[config.mk]
export PLATFORM = sky130hd
export DESIGN_NAME = lfsr_gen
export DESIGN_NICKNAME = d
export VERILOG_FILES = /design/src/rtl/lfsr_pkg.sv /design/src/rtl/lfsr_period_ctr.sv /design/src/rtl/lfsr_gen.sv
export SDC_FILE = /design/constraint.sdc
export NUM_CORES = 1
export LEC_CHECK = 0
export BUFFER_PORTS_ARGS = -buffer_cell sky130_fd_sc_hd__buf_2
export CAP_MARGIN = 10
export CORE_MARGIN = 2
export CORE_UTILIZATION = 59
export DETAILED_ROUTE_END_ITERATION = 7
export PLACE_DENSITY = 0.95
export SLEW_MARGIN = 5
export SYNTH_ARGS = -nofsm -noshare
export SYNTH_HDL_FRONTEND = slang
export SYNTH_SLANG_ARGS = --single-unit
[constraint.sdc]
create_clock -name clk -period 5.3 [get_ports clk]
set_clock_uncertainty 0.1 [all_clocks]
set_input_delay 1.06 -clock clk [delete_from_list [all_inputs] [get_ports clk]]
set_output_delay 1.06 -clock clk [all_outputs]
set_load 0.05 [all_outputs]
[src/rtl/lfsr_pkg.sv]
// Shared constants and the Fibonacci next-state function for the LFSR stimulus generator.
package lfsr_pkg;

    localparam logic [1:0] MODE_RUN  = 2'b00;
    localparam logic [1:0] MODE_STEP = 2'b01;
    localparam logic [1:0] MODE_LOAD = 2'b10;
    localparam logic [1:0] MODE_HOLD = 2'b11;

    localparam logic [21:0] TAPS_22 = 22'h206080;
    localparam logic [21:0] SEED_22 = 22'h000001;
    localparam logic [3:0]  TAPS_4  = 4'h9;
    localparam logic [3:0]  SEED_4  = 4'h1;

    // Operates on a zero-extended 32-bit state; callers keep the low WIDTH bits.
    function automatic logic [31:0] lfsr_next(input logic [31:0] state, input logic [31:0] taps);
        return {state[30:0], ^(state & taps)};
    endfunction

endpackage

[src/rtl/lfsr_period_ctr.sv]
// Saturating step counter: captures the period on each return to SEED and strobes clear_accum.
module lfsr_period_ctr #(
    parameter int WIDTH = 22
) (
    input  logic             clk,
    input  logic             reset_n,
    input  logic             advance,
    input  logic             load,
    input  logic             wrap,
    output logic [WIDTH-1:0] period_len,
    output logic             clear_accum
);

    localparam logic [WIDTH-1:0] CNT_MAX = '1;

    logic [WIDTH-1:0] count;
    logic [WIDTH-1:0] count_inc;

    // All-ones is sticky so an unmeasurable period reads back as saturated.
    assign count_inc = (count == CNT_MAX) ? CNT_MAX : count + WIDTH'(1);

    always_ff @(posedge clk or negedge reset_n) begin
        if (!reset_n) begin
            count       <= '0;
            period_len  <= '0;
            clear_accum <= 1'b0;
        end else begin
            clear_accum <= 1'b0;
            if (load) begin
                count <= '0;
            end else if (advance) begin
                if (wrap) begin
                    period_len  <= count_inc;
                    count       <= '0;
                    clear_accum <= 1'b1;
                end else begin
                    count <= count_inc;
                end
            end
        end
    end

endmodule

[src/rtl/lfsr_gen.sv]
// Parametrised Fibonacci LFSR with run/step/load/hold modes, lock-up recovery and period measurement.
module lfsr_gen
    import lfsr_pkg::*;
#(
    parameter int               WIDTH = 22,
    parameter logic [WIDTH-1:0] TAPS  = TAPS_22,
    parameter logic [WIDTH-1:0] SEED  = SEED_22
) (
    input  logic                    clk,
    input  logic                    reset_n,
    input  logic                    clk_en,
    input  logic [1:0]              mode,
    input  logic                    step,
    input  logic [WIDTH-1:0]        seed_in,
    output logic signed [WIDTH-1:0] y,
    output logic                    y_valid,
    output logic                    clear_accum,
    output logic [WIDTH-1:0]        period_len,
    output logic                    lockup_err
);

    logic [WIDTH-1:0] state;
    logic [WIDTH-1:0] next_state;
    logic             advance;
    logic             load;
    logic             wrap;

    assign next_state = WIDTH'(lfsr_next(32'(state), 32'(TAPS)));

    // Load mode decodes separately, so a step held high during a load never advances.
    assign load    = clk_en && (mode == MODE_LOAD);
    assign advance = clk_en && ((mode == MODE_RUN) || ((mode == MODE_STEP) && step));
    assign wrap    = (next_state == SEED);

    always_ff @(posedge clk or negedge reset_n) begin
        if (!reset_n) begin
            state      <= SEED;
            y_valid    <= 1'b0;
            lockup_err <= 1'b0;
        end else begin
            y_valid <= advance || load;
            if (load) begin
                if (seed_in == '0) begin
                    state      <= SEED;
                    lockup_err <= 1'b1;
                end else begin
                    state <= seed_in;
                end
            end else if (advance) begin
                state <= next_state;
            end
        end
    end

    assign y = state;

    lfsr_period_ctr #(
        .WIDTH (WIDTH)
    ) u_period_ctr (
        .clk         (clk),
        .reset_n     (reset_n),
        .advance     (advance),
        .load        (load),
        .wrap        (wrap),
        .period_len  (period_len),
        .clear_accum (clear_accum)
    );

endmodule

==> impl_metrics.tcl, run 1 <==
set metrics [dict create \
    holdCritPathClass "register to register" \
    fin_nets 457 \
    grt_use_total_pct 28.6 \
    h-tree-depth 3 \
    root_buffer "clkbuf_8" \
    clkPwrFrac_pct 28.6 \
    place_hpwl_um 5920 \
    num_antenna_cells 0 \
    clk_pin_slew_ns 0.07 \
    fp.dieH_um 81.5 \
    cp-start-kind "input port" \
    gp_congestion 0.974 \
    switching_share_pct 36.1 \
    period_share_pct 50.4 \
    post-place-ws_ns 2.32 \
    coreArea_sq_um 5850 \
    fp.dieW_um 81.5 \
    synth_cell_types 51 \
    drc 0 \
    yosysWarnings 0 \
    ys_seq_area_share_pct 48.7 \
    syn_avg_cell_area_sq_um 9.88 \
    antenna_found_initial 0 \
    fin_setup_tns_ns 0 \
    synth_area_leader_cell "dfrtp_1" \
    clkLatencyLatePin_ns 0.34 \
    viasPerCell 6.44 \
    maxCapViolCount 0 \
    slew_headroom_pct 18.2 \
    grt_max_degree 70 \
    leakage_uw 0.00208 \
    final_hold_viol_count 0 \
    worst-setup-path-type "input port to register" \
    initial_utilization_pct 60.6 \
    cts_num_sinks 69 \
    areaGrowthSynthToFinish_pct 15.7 \
    synth-edff-count 0 \
    synthArstFlopShare_pct 100 \
    post_drt_wl_per_cell_um 17.2 \
    grt_pass1_vias 2978 \
    grt_pass1_wl_um 14300 \
    ys_seq_elements 69 \
    cp-startpoint "step" \
    first_pass_iters 7 \
    max_freq_mhz 374 \
    syn-num-nets 389 \
    numCtsBuffers 9 \
    ys_top_cells_by_area "dfrtp_1, a222oi_1, nand2_1, o21ai_0, a22o_1" \
    rsz0062_at_grt "false" \
    syn_inst 359 \
    seq_power_share_pct 46.9 \
    yosysMostFrequentCell "dfrtp_1" \
    status "completed" \
    wirelength_um 8710 \
    fillers 427 \
    rows 28 \
    synth-main-ff-cell "dfrtp_1" \
    setup_viol 0 \
    end_kind "register" \
    ant_nets 0 \
    drt-initial-drc-count 487 \
    cts_setup_buffers 0 \
    port_buffers 74 \
    io_pins 75 \
    final_layout_size_suffix_gt1_share_pct 25.2 \
    dieArea_sq_um 6650 \
    fin_ws_ns 2.63 \
    vias 3266 \
    hold_path.startpoint "u_period_ctr.period_len[20]$_DFFE_PN0P_" \
    synth_area_sq_um 3550 \
    synth_top_area_share_pct 48.0 \
    p_int_uw 861 \
    path_max_fanout 22 \
    worst_ep_arrival_time_ns 2.85 \
    cts.path.max_buffers 2 \
    grt_overflow_total 0 \
    synth.top_cells.by_count "dfrtp_1, nand2_1, nor2_1, inv_1, o21ai_0" \
    powerDensity_nw_per_um2 329 \
    rr_startpoint "y[13]$_DFFE_PN0P_" \
    hold_buffers 0 \
    vdd_drop_max_v 0.000292 \
    cts-resized-gates 0 \
    worst_pin_slew_ns 1.22 \
    timing.final.max_slew_violations 0 \
    tritoncts "done" \
    required_ns 5.48 \
    comb_power_share_pct 24.5 \
    p_switching_uw 487 \
    period_minus_slack_ns 2.67 \
]
==> routing by layer <==
metal  vias up  track usage (%)  wire length [um]
met5         -                0                 0
met4         0             12.5               252
met2       203             47.4              4320
met1      1546             36.1              3450
met3        30             6.37               693
li1       1487                -                 -
==> cell type report <==
type                       instances  area, sq um  area share [%]
inverter                          26         97.6            2.38
clock inverter                     2         10.0           0.244
tap                               75         93.8            2.29
clock buffer                      14          163            3.97
timing repair buffer              76          385            9.40
multi-input combinational        245         1620            39.6
sequential                        69         1730            42.1
==> metrics by stage <==
step	area, sq um	total power [uW]	std cells	hold WS [ns]	util (%)
2_1_floorplan	3550	867	359	0.411	-
3_3_place_gp	3930	959	491	0.334	67.2
3_5_place_dp	3930	968	491	0.355	67.2
4_1_cts	4100	1350	507	0.371	70.1
5_1_grt	4100	1400	507	0.380	70.1
6_report	4100	1350	507	0.366	70.1
==> power groups by stage <==
stage | Sequential, uW | Clock, uW | Combinational [uW]
floorplan | 758 | 0 | 109
global placement | 636 | 0 | 323
detailed placement | 639 | 0 | 329
CTS | 631 | 390 | 330
global route | 639 | 411 | 352
finish | 632 | 386 | 330
==> worst paths after layout <==
kind	depth (start not counted)	slack, ns	end
max in group asynchronous	2	3.73	u_period_ctr.period_len[19]$_DFFE_PN0P_
worst max register to register	6	2.73	u_period_ctr.count[11]$_DFFE_PN0P_
worst min register to register	2	0.37	u_period_ctr.period_len[20]$_DFFE_PN0P_
worst min-delay path	2	0.37	u_period_ctr.period_len[20]$_DFFE_PN0P_
worst max-delay path	6	2.63	u_period_ctr.period_len[21]$_DFFE_PN0P_
min in group asynchronous	2	0.79	u_period_ctr.period_len[3]$_DFFE_PN0P_
==> cell usage in the layout (no fill, tap or decap), types with 5 or more instances in the layout <==
cell / synthesis / final
nand2_1: 30 / 30
nand3_1: 11 / 11
clkbuf_8: 0 / 11
a222oi_1: 15 / 15
nand4_1: 9 / 9
mux2i_1: 5 / 5
dfrtp_1: 68 / 68
buf_2: 5 / 74
or3_1: 6 / 6
mux2_2: 6 / 6
inv_1: 25 / 25
a21oi_1: 8 / 8
a22o_1: 12 / 12
nor2_1: 27 / 27
nor4_1: 13 / 13
xnor2_1: 5 / 5
xor2_1: 5 / 5
a31oi_1: 15 / 15
o22ai_1: 5 / 5
o21ai_0: 21 / 21
==> sequential cells by signal (all words and copies together), names as in the netlist <==
name and flops:
u_period_ctr.count 22, u_period_ctr.period_len 22, y 22, lockup_err 1
u_period_ctr.clear_accum 1, y_valid 1
==> critical path, stage by stage <==
cell and delay (ns):
buf_2 0.09, nand2b_1 0.11, and3b_1 0.49, and4_1 0.80, o211ai_1 0.17, nand2_1 0.11
==> logic make-up (layout without fill, tap and decap cells) <==
logic type	Yosys count	after routing	synth area share, %
DFF	69	69	48.7
adders and majority gates	2	2	0.706
and+or+nand+nor	132	132	20.9
xor gates and xnor gates	11	11	2.93
AOI/OAI and AO/OA	88	88	17.6
muxes	12	12	3.63
buffers and inverters	45	118	5.47
No activity file was read; power rests on OpenSTA's default activity.
==> run 2: changes to the inputs <==
Settings changed: CORE_UTILIZATION 59 to 49, PLACE_DENSITY 0.95 to 0.86.
Clock period 5.3 ns to 2.2 ns, I/O delays scaled along.
==> run 2 against run 1 <==
- worst setup slack lost 2.5 ns
- cell area grew 6.5%
- first-iteration DRC count shrank 30%
- sequential power grew 140%
- wire length grew 6.2%
- via count grew 0.21%
- critical path depth is the same
- register-to-register slack lost 2.6 ns
- non-clock buffer count grew 18
- combinational power grew to 2.5 times the previous value
- highest routed layer unchanged
==> impl_metrics.tcl, run 2 (synthesis results as in run 1) <==
set metrics [dict create \
    cts_num_sinks 69 \
    fillers 650 \
    status "completed" \
    place_hpwl_um 6460 \
    drc 0 \
    dp.cells 532 \
    end_kind "register" \
    coreArea_sq_um 7140 \
    final_hold_viol_count 0 \
    crit_chain "ha_1 -> nand3_1 -> buf_4 -> or4_4 -> a31oi_1 -> nor2_1" \
    cp-start-kind "register" \
    port_buffers 74 \
    wirelength_um 9260 \
    dieArea_sq_um 7930 \
    worst-setup-path-type "register to register" \
    post_drt_wl_per_cell_um 16.9 \
    rsz0062_at_grt "false" \
    grt_max_degree 70 \
    io_pins 75 \
    first_pass_iters 5 \
    grt_pass1_wl_um 15100 \
    ant_nets 0 \
    fin_cells 549 \
    fp.dieW_um 89.1 \
    grt_use_total_pct 24.9 \
    period_share_pct 94.6 \
    cp_slowest_cell "or4_4" \
    cts_setup_buffers 0 \
    worst_pin_slew_ns 0.514 \
    root_buffer "clkbuf_8" \
    max_freq_mhz 480 \
    slowest_delay_ns 0.53 \
    initial_utilization_pct 49.7 \
    fp.dieH_um 89.1 \
    holdCritPathClass "input port to register" \
    grt_overflow_total 0 \
    h-tree-depth 3 \
    layout_common_cells "buf_2, dfrtp_1, nand2_1" \
    cts.path.max_buffers 2 \
    gp_congestion 0.975 \
    clk_pin_slew_ns 0.08 \
    fin_setup_tns_ns 0 \
    multi_input_area_sq_um 1620 \
    path_max_fanout 6 \
    hold_slack_ns 0.211 \
    layout_commonest_cell "buf_2" \
    worst_ep_arrival_time_ns 2.23 \
    clkLatencyLatePin_ns 0.36 \
    antenna_found_initial 0 \
    vdd_drop_max_v 0.000594 \
    leakage_uw 0.00219 \
    viasPerCell 5.96 \
    maxCapViolCount 0 \
    regArea_sq_um 1730 \
    slew_headroom_pct 65.4 \
    required_ns 2.35 \
    setup_viol 0 \
    period_minus_slack_ns 2.08 \
    tritoncts "done" \
    timing.final.max_slew_violations 0 \
    fin_nets 475 \
    drt-initial-drc-count 341 \
    grt_pass1_vias 3139 \
    vias 3273 \
    final_layout_size_suffix_gt1_share_pct 29.3 \
    numCtsBuffers 9 \
    num_antenna_cells 0 \
    areaGrowthSynthToFinish_pct 23.1 \
    rows 31 \
    powerDensity_nw_per_um2 806 \
]
run 2: cell count changes in the layout (fill, tap and decap cells not counted), moves of 2 or more:
cell | previous run | this run
dfrtp_2 | 0 | 4
clkbuf_1 | 3 | 1
bufinv_16 | 0 | 2
dfrtp_1 | 68 | 64
clkinvlp_4 | 0 | 2
clkinv_2 | 2 | 0
buf_12 | 0 | 3
buf_4 | 2 | 16
run 2: through the flow:
step | cell area (sq um) | power [uW] | util [%] | setup slack (ns)
floorplan | 3550 | 2090 | - | 0.00732
global placement | 4130 | 2340 | 57.9 | 0.205
detailed placement | 4130 | 2360 | 57.9 | 0.127
CTS | 4350 | 3540 | 61.0 | 0.120
global route | 4370 | 3650 | 61.2 | 0.00868
finish | 4370 | 3520 | 61.2 | 0.118
run 2: worst max-delay path: cells and delay by family, from the launching register on:
family                     cells  cell delay, ns
DFF                            1            0.41
AOI/OAI and AO/OA              1            0.18
adders and majority gates      1            0.22
buffers and inverters          1            0.23
and+or+nand+nor                3            0.82
run 2: worst paths after layout:
path / endpoint / slack, ns / startpoint / cells after the start
max: u_period_ctr.count[20]$_DFFE_PN0P_ / 0.12 / u_period_ctr.count[1]$_DFFE_PN0P_ / 6
min: y[1]$_DFFE_PN0P_ / 0.21 / seed_in[1] / 3
max reg2reg: u_period_ctr.count[20]$_DFFE_PN0P_ / 0.12 / u_period_ctr.count[1]$_DFFE_PN0P_ / 6
min reg2reg: u_period_ctr.period_len[20]$_DFFE_PN0P_ / 0.36 / u_period_ctr.period_len[20]$_DFFE_PN0P_ / 2
max in group asynchronous: y[13]$_DFFE_PN0P_ / 1.14 / reset_n / 3
min in group asynchronous: u_period_ctr.count[2]$_DFFE_PN0P_ / 0.50 / reset_n / 3
run 2: area by class of cell:
| class | instances | area share (%) |
|---|---|---|
| Clock buffer | 11 | 3.24 |
| Clock inverter | 5 | 1.92 |
| Inverter | 26 | 2.29 |
| Multi-Input combinational cell | 245 | 37.2 |
| Sequential cell | 69 | 39.7 |
| Tap cell | 99 | 2.84 |
| Timing Repair Buffer | 94 | 12.8 |
run 2: routing by layer:
metal / GRT usage, % / wire, um
met4: 11.3 / 233
met3: 6.28 / 557
met1: 31.1 / 3910
met2: 41.1 / 4550
met5: 0 / 0
run 2: power by group:
part | switching [uW] | total [uW] | internal (uW)
combinational | 579 | 827 | 249
sequential | 142 | 1520 | 1380
clock | 500 | 1170 | 671
total | 1220 | 3520 | 2300
run 2: repair_timing:
action                                  CTS  global route
hold endpoints to repair                  0             2
endpoints found under the setup margin    0             4
hold buffers                              0             1
resized for setup                         0             1
==> run 3: changes to the inputs <==
--- a/config.mk
+++ b/config.mk
@@ -13,3 +13,3 @@
 export PLACE_DENSITY = 0.86
-export SLEW_MARGIN = 5
+export SLEW_MARGIN = 20
 export SYNTH_ARGS = -nofsm -noshare
--- a/constraint.sdc
+++ b/constraint.sdc
@@ -4,2 +4,2 @@
 set_output_delay 0.44 -clock clk [all_outputs]
-set_load 0.05 [all_outputs]
+set_load 0.01 [all_outputs]
==> run 3 against run 2 <==
- global-route usage up 0.34 points
- combinational power shrank 35%
- final cell count stayed put
- sequential share of layout area barely moved
- wire length is 0.25% lower
- critical path depth down 1
- sequential power about the same
- non-clock buffer count stayed put
- cell area is 0.32% lower
- total power fell by 8.4%
- critical endpoint is now u_period_ctr.period_len[14]$_DFFE_PN0P_
==> impl_metrics.tcl, run 3 (synthesis results as in run 1) <==
set metrics [dict create \
    status "completed" \
    rsz0062_at_grt "false" \
    fin_setup_tns_ns 0 \
    root_buffer "clkbuf_8" \
    first_pass_iters 7 \
    cp_slowest_cell "or4_1" \
    cts_setup_buffers 0 \
    powerDensity_nw_per_um2 740 \
    wirelength_um 9230 \
    worst_pin_slew_ns 0.668 \
    grt_max_degree 70 \
    final_core_util_pct 61.0 \
    vdd_drop_max_v 0.000429 \
    layout_common_cells "buf_2, dfrtp_1, nand2_1" \
    holdCritPathClass "input port to asynchronous set/reset pin" \
    initial_utilization_pct 49.7 \
    layout_commonest_cell "buf_2" \
    num_antenna_cells 0 \
    use_met3_pct 4.34 \
    post_drt_wl_per_cell_um 16.8 \
    reg2reg_depth 5 \
    drt-initial-drc-count 378 \
    ant_nets 0 \
    rr_startpoint "y[7]$_DFFE_PN0P_" \
    rows 31 \
    switching_share_pct 29.1 \
    io_pins 75 \
    clk_pin_slew_ns 0.08 \
    numCtsBuffers 9 \
    slew_headroom_pct 55.1 \
    antenna_found_initial 0 \
    r2r-end "u_period_ctr.period_len[14]$_DFFE_PN0P_" \
    fin_nets 475 \
    vias 3333 \
    setup_viol 0 \
    port_buffers 74 \
    end_kind "register" \
    grt_use_total_pct 25.3 \
    dieArea_sq_um 7930 \
    grt_use_met1_pct 33.3 \
    maxCapViolCount 0 \
    grt_pass1_vias 3187 \
    dp.cells 533 \
    period_minus_slack_ns 2.12 \
    hold_slack_ns 0.00765 \
    worst_ep_arrival_time_ns 2.25 \
    leakage_uw 0.00220 \
    cp-startpoint "y[7]$_DFFE_PN0P_" \
    worst-setup-path-type "register to register" \
    viasPerCell 6.07 \
    p_int_uw 2280 \
    crit_end "u_period_ctr.period_len[14]$_DFFE_PN0P_" \
    drc 0 \
    fp.dieW_um 89.1 \
    grt_overflow_total 0 \
    seq_power_share_pct 47.1 \
    p_switching_uw 939 \
    h-tree-depth 3 \
    final_hold_viol_count 0 \
    grtUsageMet2_pct 42.2 \
    fp.dieH_um 89.1 \
    path_max_fanout 8 \
    fin_cells 549 \
    final_layout_size_suffix_gt1_share_pct 29.1 \
    cts_num_sinks 69 \
    comb_power_share_pct 16.8 \
    areaGrowthSynthToFinish_pct 22.8 \
    crit_chain "or4_1 -> nor2_1 -> nand4_2 -> inv_2 -> mux2_2" \
    slowest_delay_ns 0.53 \
    coreArea_sq_um 7140 \
    tritoncts "done" \
    gr-max-usage-layer "met2" \
    place_hpwl_um 6500 \
    clkPwrFrac_pct 36.1 \
    cts.path.max_buffers 2 \
    gp_congestion 0.980 \
    timing.final.max_slew_violations 0 \
    r2r_setup_slack_ns 0.08 \
    required_ns 2.33 \
    grt_pass1_wl_um 15500 \
    cp-start-kind "register" \
    hold_buffers 0 \
    max_freq_mhz 472 \
    clkLatencyLatePin_ns 0.35 \
    period_share_pct 96.3 \
]
## run 3: changes by cell type in the layout (fill, tap and decap cells not counted), moves of 2 or more
| cell | change |
|---|---|
| dfrtp_1 | +4 |
| dfrtp_2 | -4 |
| buf_4 | +2 |
| clkinv_2 | +2 |
## run 3: through the flow
stage | instance area, sq um | worst slack (ns) | total power (uW)
2_1_floorplan | 3550 | 0.154 | 1810
5_1_grt | 4350 | 0.00359 | 3370
3_3_place_gp | 4120 | 0.145 | 2040
4_1_cts | 4340 | 0.0236 | 3220
3_5_place_dp | 4120 | 0.0551 | 2060
6_report | 4350 | 0.0805 | 3220
## run 3: worst max-delay path, delay by kind of cell, from the launching register on
family | cells | cell delay, ns
buffers and inverters | 1 | 0.18
DFF | 1 | 0.45
and+or+nand+nor | 3 | 0.92
muxes | 1 | 0.35
## run 3: repair_timing
action | CTS | global route
endpoints found under the setup margin | 0 | 18
resized for setup | 0 | 2
endpoints found under the hold margin | 0 | 0
## run 3: worst min path at each step
| stage | end | from | cells after the start |
|---|---|---|---|
| final | u_period_ctr.period_len[3]$_DFFE_PN0P_ | reset_n | 2 |
| after CTS | u_period_ctr.period_len[20]$_DFFE_PN0P_ | reset_n | 2 |
| after global placement | lockup_err$_DFFE_PN0P_ | lockup_err$_DFFE_PN0P_ | 1 |
| after floorplan | lockup_err$_DFFE_PN0P_ | reset_n | 0 |
| after detailed placement | lockup_err$_DFFE_PN0P_ | lockup_err$_DFFE_PN0P_ | 1 |
| after global routing | u_period_ctr.count[0]$_DFFE_PN0P_ | reset_n | 2 |
## run 3: power groups by stage
stage	clock network (uW)	logic, uW	registers, uW
final	1160	540	1520
after detailed placement	0	528	1540
after CTS	1180	532	1510
after floorplan	0	262	1550
after global routing	1230	599	1540
after global placement	0	513	1530
## run 3: layout make-up
| type | count | area (sq um) |
|---|---|---|
| inverter | 26 | 97.6 |
| clock buffer | 10 | 138 |
| clock inverter | 6 | 86.3 |
| sequential | 69 | 1730 |
| timing repair buffer | 94 | 546 |
| fill | 618 | 2780 |
| multi-input combinational | 245 | 1630 |
| tap | 99 | 124 |
## run 3: metal layers
layer	wire length [um]	part of all wire (%)
met4	131	1.4
met2	4610	50
met3	676	7.3
met5	0	0
met1	3810	41
